===== src/rtl/ro_pkg.sv =====
// Shared types and constants for the ring-oscillator measurement controller.
package ro_pkg;

  typedef enum logic [2:0] {
    IDLE,
    SETTLE,
    MEASURE,
    DRAIN,
    REPORT
  } ro_meas_state_e;

  localparam int RO_DRAIN_CYC   = 2;
  localparam int RO_SYNC_STAGES = 2;

endpackage


===== src/rtl/ro_edge_sync.sv =====
// Synchronizer plus rising-edge detect for the selected ring-oscillator output.
module ro_edge_sync
  import ro_pkg::*;
(
  input  logic clk,
  input  logic rst_n,
  input  logic clr,
  input  logic async_i,
  output logic rise_o
);

  logic [RO_SYNC_STAGES-1:0] sync_p0;
  logic                      edge_p1;

  // Stage boundary: metastability chain, then one flop of history for edge detect
  always_ff @(posedge clk) begin
    if (!rst_n || clr) begin
      sync_p0 <= '0;
      edge_p1 <= 1'b0;
    end else begin
      sync_p0 <= {sync_p0[RO_SYNC_STAGES-2:0], async_i};
      edge_p1 <= sync_p0[RO_SYNC_STAGES-1];
    end
  end

  assign rise_o = sync_p0[RO_SYNC_STAGES-1] & ~edge_p1;

endmodule


===== src/rtl/ro_meas_ctrl.sv =====
// Ring-oscillator measurement controller: settle, count edges over a window,
// flush the synchronizer and report a saturating count, singly or as a sweep.
module ro_meas_ctrl
  import ro_pkg::*;
#(
  parameter int NUM_RO     = 4,
  parameter int CNT_W      = 16,
  parameter int WIN_W      = 16,
  parameter int SETTLE_CYC = 8,
  localparam int IDX_W     = (NUM_RO > 1) ? $clog2(NUM_RO) : 1
) (
  input  logic              clk,
  input  logic              rst_n,
  input  logic              start_i,
  input  logic              sweep_i,
  input  logic [IDX_W-1:0]  ro_sel_i,
  input  logic [WIN_W-1:0]  win_len_i,
  input  logic              abort_i,
  input  logic [NUM_RO-1:0] ro_q_i,
  output logic [NUM_RO-1:0] ro_en_o,
  output logic              busy_o,
  output logic              result_valid_o,
  output logic [IDX_W-1:0]  result_idx_o,
  output logic [CNT_W-1:0]  count_o,
  output logic              ovf_o,
  output logic              done_o,
  output logic              err_o
);

  localparam int TMR_W = (WIN_W > $clog2(SETTLE_CYC + 1)) ? WIN_W : $clog2(SETTLE_CYC + 1);
  localparam logic [TMR_W-1:0] TMR_ONE    = TMR_W'(1);
  localparam logic [TMR_W-1:0] TMR_SETTLE = TMR_W'(SETTLE_CYC - 1);
  localparam logic [TMR_W-1:0] TMR_DRAIN  = TMR_W'(RO_DRAIN_CYC - 1);
  localparam logic [IDX_W-1:0] IDX_LAST   = IDX_W'(NUM_RO - 1);

  ro_meas_state_e    state_q, state_d;
  logic [IDX_W-1:0]  idx_q, idx_d;
  logic [TMR_W-1:0]  tmr_q, tmr_d;
  logic              sweep_q;
  logic [WIN_W-1:0]  win_q;
  logic [CNT_W-1:0]  cnt_q;
  logic              ovf_q;
  logic [CNT_W:0]    cnt_inc;
  logic              accept, enter_settle, enter_report, err_d, last;
  logic              rise;

  // Returns {overflow_attempt, next_count}; holds at all-ones instead of wrapping.
  function automatic logic [CNT_W:0] sat_inc(input logic [CNT_W-1:0] c);
    if (&c) return {1'b1, c};
    return {1'b0, c + CNT_W'(1)};
  endfunction

  function automatic logic [NUM_RO-1:0] onehot(input logic [IDX_W-1:0] i);
    logic [NUM_RO-1:0] v;
    v = '0;
    for (int k = 0; k < NUM_RO; k++) v[k] = (32'(i) == k);
    return v;
  endfunction

  assign last    = !sweep_q || (idx_q == IDX_LAST);
  assign cnt_inc = sat_inc(cnt_q);
  assign busy_o  = (state_q != IDLE);

  always_comb begin
    state_d      = state_q;
    idx_d        = idx_q;
    tmr_d        = tmr_q;
    accept       = 1'b0;
    enter_settle = 1'b0;
    err_d        = 1'b0;
    case (state_q)
      IDLE: begin
        if (start_i) begin
          if (!sweep_i && (32'(ro_sel_i) >= NUM_RO)) begin
            err_d = 1'b1;
          end else begin
            accept       = 1'b1;
            enter_settle = 1'b1;
            state_d      = SETTLE;
            idx_d        = sweep_i ? '0 : ro_sel_i;
            tmr_d        = TMR_SETTLE;
          end
        end
      end
      SETTLE: begin
        if (tmr_q == '0) begin
          if (win_q == '0) begin
            state_d = DRAIN;
            tmr_d   = TMR_DRAIN;
          end else begin
            state_d = MEASURE;
            tmr_d   = TMR_W'(win_q) - TMR_ONE;
          end
        end else begin
          tmr_d = tmr_q - TMR_ONE;
        end
      end
      MEASURE: begin
        if (tmr_q == '0) begin
          state_d = DRAIN;
          tmr_d   = TMR_DRAIN;
        end else begin
          tmr_d = tmr_q - TMR_ONE;
        end
      end
      DRAIN: begin
        if (tmr_q == '0) state_d = REPORT;
        else             tmr_d   = tmr_q - TMR_ONE;
      end
      REPORT: begin
        if (!last) begin
          state_d      = SETTLE;
          idx_d        = idx_q + IDX_W'(1);
          enter_settle = 1'b1;
          tmr_d        = TMR_SETTLE;
        end else begin
          state_d = IDLE;
        end
      end
      default: state_d = IDLE;
    endcase
    if (abort_i && (state_q != IDLE)) begin
      state_d      = IDLE;
      idx_d        = idx_q;
      enter_settle = 1'b0;
    end
    enter_report = (state_d == REPORT);
  end

  always_ff @(posedge clk) begin
    if (!rst_n) state_q <= IDLE;
    else        state_q <= state_d;
  end

  // Mux ahead of the synchronizer; cleared on every SETTLE entry
  ro_edge_sync u_edge_sync (
    .clk    (clk),
    .rst_n  (rst_n),
    .clr    (enter_settle),
    .async_i(ro_q_i[idx_q]),
    .rise_o (rise)
  );

  always_ff @(posedge clk) begin
    if (!rst_n) begin
      idx_q          <= '0;
      tmr_q          <= '0;
      sweep_q        <= 1'b0;
      win_q          <= '0;
      cnt_q          <= '0;
      ovf_q          <= 1'b0;
      ro_en_o        <= '0;
      result_valid_o <= 1'b0;
      done_o         <= 1'b0;
      err_o          <= 1'b0;
      count_o        <= '0;
      ovf_o          <= 1'b0;
      result_idx_o   <= '0;
    end else begin
      idx_q <= idx_d;
      tmr_q <= tmr_d;
      if (accept) begin
        sweep_q <= sweep_i;
        win_q   <= win_len_i;
      end
      if (enter_settle) begin
        cnt_q <= '0;
        ovf_q <= 1'b0;
      end else if ((state_q == MEASURE) && rise) begin
        cnt_q <= cnt_inc[CNT_W-1:0];
        ovf_q <= ovf_q | cnt_inc[CNT_W];
      end
      ro_en_o        <= ((state_d == SETTLE) || (state_d == MEASURE)) ? onehot(idx_d) : '0;
      result_valid_o <= enter_report;
      done_o         <= enter_report && last;
      err_o          <= err_d;
      if (enter_report) begin
        count_o      <= cnt_q;
        ovf_o        <= ovf_q;
        result_idx_o <= idx_q;
      end
    end
  end

endmodule


===== config.mk =====
export PLATFORM = sky130hd
export DESIGN_NAME = ro_meas_ctrl
export DESIGN_NICKNAME = d
export VERILOG_FILES = /design/src/rtl/ro_pkg.sv /design/src/rtl/ro_edge_sync.sv /design/src/rtl/ro_meas_ctrl.sv
export SDC_FILE = /design/constraint.sdc
export NUM_CORES = 1
export LEC_CHECK = 0
export ABC_AREA = 1
export BUFFER_PORTS_ARGS = -buffer_cell sky130_fd_sc_hd__buf_2
export CAP_MARGIN = 5
export CORE_MARGIN = 4
export CORE_UTILIZATION = 35
export DETAILED_ROUTE_END_ITERATION = 16
export MAX_ROUTING_LAYER = met4
export SLEW_MARGIN = 20
export SYNTH_ARGS = -nofsm -noshare
export SYNTH_HDL_FRONTEND = slang
export SYNTH_HIERARCHICAL = 1
export SYNTH_SLANG_ARGS = --single-unit
export TNS_END_PERCENT = 100

===== constraint.sdc =====
create_clock -name clk -period 3.8 [get_ports clk]
set_clock_uncertainty 0.2 [all_clocks]
set_input_delay 0.38 -clock clk [delete_from_list [all_inputs] [get_ports clk]]
set_output_delay 0.38 -clock clk [all_outputs]
set_load 0.01 [all_outputs]

* Word level (Yosys, flattened, before mapping)
Index checks and enable logic that the tools add are counted.
W data, S select, Z words.
** Storage, ports and cells
- Register bits after elaboration :: 83
- Input port bits :: 27
- Output and inout bits :: 27
- Logic and storage cells :: 88
** Operators by class
- Add/subtract/negate cells :: 4
- Order comparisons :: 1
- Equal/unequal tests :: 15
- Muxes and demuxes :: 30
- Bitwise gates (word level) :: 4
- Reductions and logical operators :: 19
** Operator list (number)
- $mux W16 :: 6
- $pmux W16 S5 :: 1
- $mux W17 :: 2
- $logic_not A16 Y1 :: 2
- $sub A16 B1 Y16 const B :: 2
- $add A16 B1 Y16 const B :: 1
- $reduce_and A16 Y1 :: 1
- $mux W3 :: 5
- $pmux W3 S5 :: 1
- $eq A3 B2 Y1 const B :: 3
- $mux W1 :: 8
- $mux W2 :: 4
- $ne A2 B2 Y1 const B :: 4
- $eq A2 B2 Y1 const B :: 3
- $eq A3 B1 Y1 const B :: 2
- $eq A3 B3 Y1 const B :: 2
- $reduce_bool A5 Y1 :: 1
- $pmux W2 S2 :: 1
- $reduce_and A2 Y1 :: 2
- $reduce_and A4 Y1 :: 1
- $logic_and A1 B1 Y1 :: 3
- $logic_not A3 Y1 :: 1
- $logic_or A1 B1 Y1 :: 3
- $lt A2 B3 Y1 const B :: 1
- 11 further kinds :: 13

* Logic depth before layout (Yosys ltp)
- Word-level depth :: 8
- Depth in mapped cells :: 15
- Mapped depth without buffers :: 15

* Cells and area by module
The synthesis kept the hierarchy.
** Modules (own cells, without submodules)
- ro_meas_ctrl :: instances 1, cells an instance 664, area an instance 4374.2 sq um
- ro_edge_sync :: instances 1, cells an instance 12, area an instance 96.3 sq um

* Worst setup path before layout
No wires, ideal clock.
- Path kind :: reg-to-reg
- Start :: reg tmr_q[0]
- End :: reg tmr_q[10]
- Setup time :: 0.070 ns
- Data arrival time :: 1.591 ns
- Slack :: 1.939 ns
- Cell stages (with the launch flop) :: 13
- Buffers on the path :: 0
- Cell sequence :: dfxtp_1 > inv_1 > ha_1 > inv_1 > nor2_1 > nand2_1 > nor2_1 > nand2_1 > nor2_4 > nand2_2 > o21ai_1 > nand2_1 > a21oi_1
** Between the ends
- Cells in the longest elaborated chain, start to end :: 3
- Elaborated cells between the ends (all ways) :: 8
- Classes of those cells :: add/sub (1); eq/ne (1); mux (4); reduce/logical (2)
** Ends and longest elaborated chain
- start: declaration :: line ro_meas_ctrl.sv:38 : logic [TMR_W-1:0] tmr_q, tmr_d;
- start signal: assignment :: line ro_meas_ctrl.sv:161 : tmr_q <= tmr_d;
- $sub A16 B1 Y16 / $logic_not A16 Y1 (equally long branches)
- $mux W16, or another cell as far along :: line ro_meas_ctrl.sv:107 : if (tmr_q == '0) state_d = REPORT;
- $pmux W16 S5 / $reduce_and A4 Y1 (equally long branches)
Several ways; a longest one is shown, not always the timed one. The select of a mux whose other input is x is not followed.
A chain may end at the register's enable or synchronous reset.

* Worst setup path after layout
- Start :: reg tmr_q[0]
- End :: reg count_o[11]
** Between the ends
- Cells in the longest elaborated chain, start to end :: 5
- Elaborated cells between the ends (all ways) :: 7
- Classes of those cells :: eq/ne (1); mux (5); reduce/logical (1)
** Ends and longest elaborated chain
- $logic_not A16 Y1 * :: line ro_meas_ctrl.sv:86, ro_meas_ctrl.sv:99, ro_meas_ctrl.sv:107
- $mux W3 (on tied branches) :: line ro_meas_ctrl.sv:107, ro_meas_ctrl.sv:86, ro_meas_ctrl.sv:99
- $pmux W3 S5 * :: line ro_meas_ctrl.sv:71 : case (state_q)
- $mux W3 * :: line ro_meas_ctrl.sv:122 : if (abort_i && (state_q != IDLE)) begin
- $eq A3 B3 Y1 * :: line ro_meas_ctrl.sv:127 : enter_report = (state_d == REPORT);
- end signal: assignment :: line ro_meas_ctrl.sv:178 : count_o <= cnt_q;
- end: declaration :: line ro_meas_ctrl.sv:24 : output logic [CNT_W-1:0] count_o,
Mark *: on every way between the ends. The rest lies on a longest branch, timed or not.

==> run_results.csv <==
group,metric,value,unit
run_status,status,"complete, no violations",
sta,finalCriticalPeriod,2.519,ns
logic_synthesis,syn_inst,676,
worst_setup_path,crit_type,"reg -> reg",
grt,grt_max_degree,42,
clock_network,clock-root-buffer,"clkbuf_16",
worst_setup_path,r2r_cells,11,
routing,via_per_inst,4.831,
clock_network,cts_made_buffers,9,
flow_run,cap_viol_max_count,0,
routing,drtAntennaViolNets,0,
sta,hold_violations,0,
min_path,hold_path_class,"in -> reg",
worst_setup_path,cp-end-kind,"register",
sta,finalMaxSlewViolations,0,
grt,grt_pass1_wl,19380,microns
floorplanning,fp.dieW,121.0,microns
logic_synthesis,ys_top_cells_by_area,"dfxtp_1 (37%), nand2_1 (13%), nor2_1 (7.9%)",
floorplanning,row_count,41,
grt,antenna_found_initial,0,
power_and_ir_drop,vdd_drop_max,0.2511,mV
placed_design,port_buffers,52,
clock_network,cts_sinks,83,
min_path,hold_path_depth,3,
routing,routedWlPerCell,12.59,microns
clock_network,cts-resized-gates,0,
placed_design,dp_hpwl,8420,microns
cells_and_area,drive_above_1_share,14.17,%
logic_synthesis,syn-num-nets,708,
sta,setup_viol,0,
placed_design,gp_congestion,0.9246,
power_and_ir_drop,p_leak,0.002333,uW
floorplanning,ios,54,
sta,tns,0,ns
cells_and_area,antennaDiodeCount,0,
routing,routed_wl,11320,microns
clock_network,cts.htree.levels,3,
sta,slew_headroom,50.61,%
grt,grt_usage,16.72,%
routing,remaining_drc_errors,0,
logic_synthesis,synth.cell_area,0.004471,sq mm
sta,fin_hold_ws,0.1269,ns
grt,grt_pass1_vias,4206,
logic_synthesis,ys_ff_latch,83,
logic_synthesis,ys_types,36,
grt,grt_overflow_total,0,
clock_network,hold_buffers,0,
logic_synthesis,synth_warnings,6,
logic_synthesis,synth_top_area_cell,"dfxtp_1",
clock_network,cts_tree,"yes",
worst_setup_path,worstPathArrival,2.56,ns
floorplanning,die_h,121.0,microns
sta,tightest_slew,0.7385,ns
worst_setup_path,critPathLaunchType,"register",
clock_network,cts_buffer_depth,2,
sta,max_clock_freq,0.3970,GHz
clock_network,cts_setup_buffers,0,
routing,drt_iter0_markers,217,
routing,vias,4343,
worst_setup_path,critPathRequiredTime,3.84,ns
floorplanning,die-area,0.01464,sq mm
logic_synthesis,synth_top_area_share,37.17,%
clock_network,path_clk_slew,0.06,ns
logic_synthesis,syn_area_per_cell,6.613,sq um
clock_network,clk_latency,0.35,ns
sta,fin_crit_sh,66.28,%
cells_and_area,final_nets,754,
worst_setup_path,crit_fanout,35,
power_and_ir_drop,power,3295,uW
routing,firstDrtPassIters,5,
floorplanning,start_util,35.57,%
sta,rsz0062_at_grt,"no",
logic_synthesis,seq_area_frac_synth,37.17,%
cells_and_area,area_growth,15.45,%
power_and_ir_drop,powerDensity,638.3,mW/mm^2
floorplanning,coreArea,0.01257,sq mm
==> cell type report <==
| class | count | area [sq um] |
|---|---|---|
| sequential | 83 | 1662 |
| clock buffer | 10 | 229.0 |
| clock inverter | 6 | 66.31 |
| multi-input combinational | 491 | 2402 |
| inverter | 83 | 311.5 |
| fill | 1360 | 7407 |
| timing repair buffer | 54 | 275.3 |
| tap | 172 | 215.2 |
==> cell families after synthesis <==
| family | share of synthesized area (%) |
|---|---|
| and+or+nand+nor | 31.71 |
| other | 0.08388 |
| DFF | 37.17 |
| buffers and inverters | 9.096 |
| xor gates and xnor gates | 4.310 |
| AOI/OAI and AO/OA | 16.23 |
| adders and majority gates | 1.399 |
==> state kept, by name, summed over array words and instances (netlist names) <==
name and count:
done_o 1, result_idx_o 2, count_o 16, cnt_q 16
u_edge_sync/sync_p0 2, ro_en_o 4, result_valid_o 1, tmr_q 16
idx_q 2, sweep_q 1, u_edge_sync/edge_p1 1, win_q 16
ovf_q 1, state_q 3, ovf_o 1
==> worst paths after layout <==
kind	from	end	slack, ns
max	tmr_q[0]$_SDFFE_PN0P_	count_o[11]$_SDFFE_PN0N_	1.28
min	win_len_i[12]	win_q[12]$_SDFFE_PN0P_	0.13
min reg2reg	u_edge_sync/sync_p0[0]$_SDFF_PP0_	u_edge_sync/sync_p0[1]$_SDFF_PP0_	0.21
max reg2reg	tmr_q[0]$_SDFFE_PN0P_	count_o[11]$_SDFFE_PN0N_	1.28
==> power breakdown <==
part	leakage [uW]	switching, uW	internal, uW
registers	0.000675	94.5	969
logic	0.00151	915	440
clock network	0.000146	366	510
==> cells in the final DEF, fill, tap and decap left out <==
cell / instances
a21boi_0: 1
conb_1: 1
nor3_1: 7
nand4_1: 12
o22ai_1: 3
nor3_2: 1
o21a_1: 1
o21ai_1: 7
clkinv_2: 2
xor2_1: 17
clkinv_4: 3
buf_4: 2
o31ai_1: 1
a211oi_4: 1
o21ai_2: 4
a211oi_1: 2
dfxtp_1: 83
nand2_4: 1
clkbuf_16: 9
a31oi_1: 1
a21oi_1: 59
or2_1: 1
nand2_2: 5
nor2_1: 94
nand2_1: 154
nand3_4: 1
buf_2: 52
xnor2_1: 5
bufinv_16: 1
ha_1: 5
inv_1: 75
or2_2: 1
nor2_4: 4
o21ai_0: 53
nand3_1: 41
nor2_2: 7
o22ai_2: 1
clkbuf_1: 1
inv_2: 8
==> synth_stat cells (all sizes together) <==
cell type and n:
ha 5, nand2 160, a21boi 1, a21oi 59
a31oi 1, nand4 12, buf 10, o22ai 4
clkbuf 9, nor2 105, nor3 8, nand3 42
xor2 17, xnor2 5, o31ai 1, inv 83
dfxtp 83, or2 2, o21a 1, a211oi 3
o21ai 64, conb 1
==> metrics by stage <==
step	setup WS (ns)	area, sq um	cells	util (%)
final	1.281	5161	899	41.07
after global routing	0.9511	5161	899	41.07
after CTS	1.263	5161	899	41.07
after detailed placement	1.272	4866	883	38.72
after global placement	1.390	4866	883	38.72
after floorplan	1.939	4471	676	-
==> critical path: stages, from the launching register on <==
cell     delay, ns
dfxtp_1       0.32
inv_1         0.12
ha_1          0.21
inv_1         0.05
nor2_1        0.11
nand2_1       0.06
nor2_1        0.12
nand4_1       0.17
nor2_4        0.57
inv_1         0.27
nor2_1        0.16
nor2_1        0.06
==> layer usage <==
layer  global-route usage (%)  vias up  wire, microns
li1                         -     2263              -
met1                    20.16     1984           5287
met2                    27.89       78           5400
met3                    3.124       18            432
met4                    6.232        0            202
met5                        -        -              0
Power figures use the tool's default switching activity.
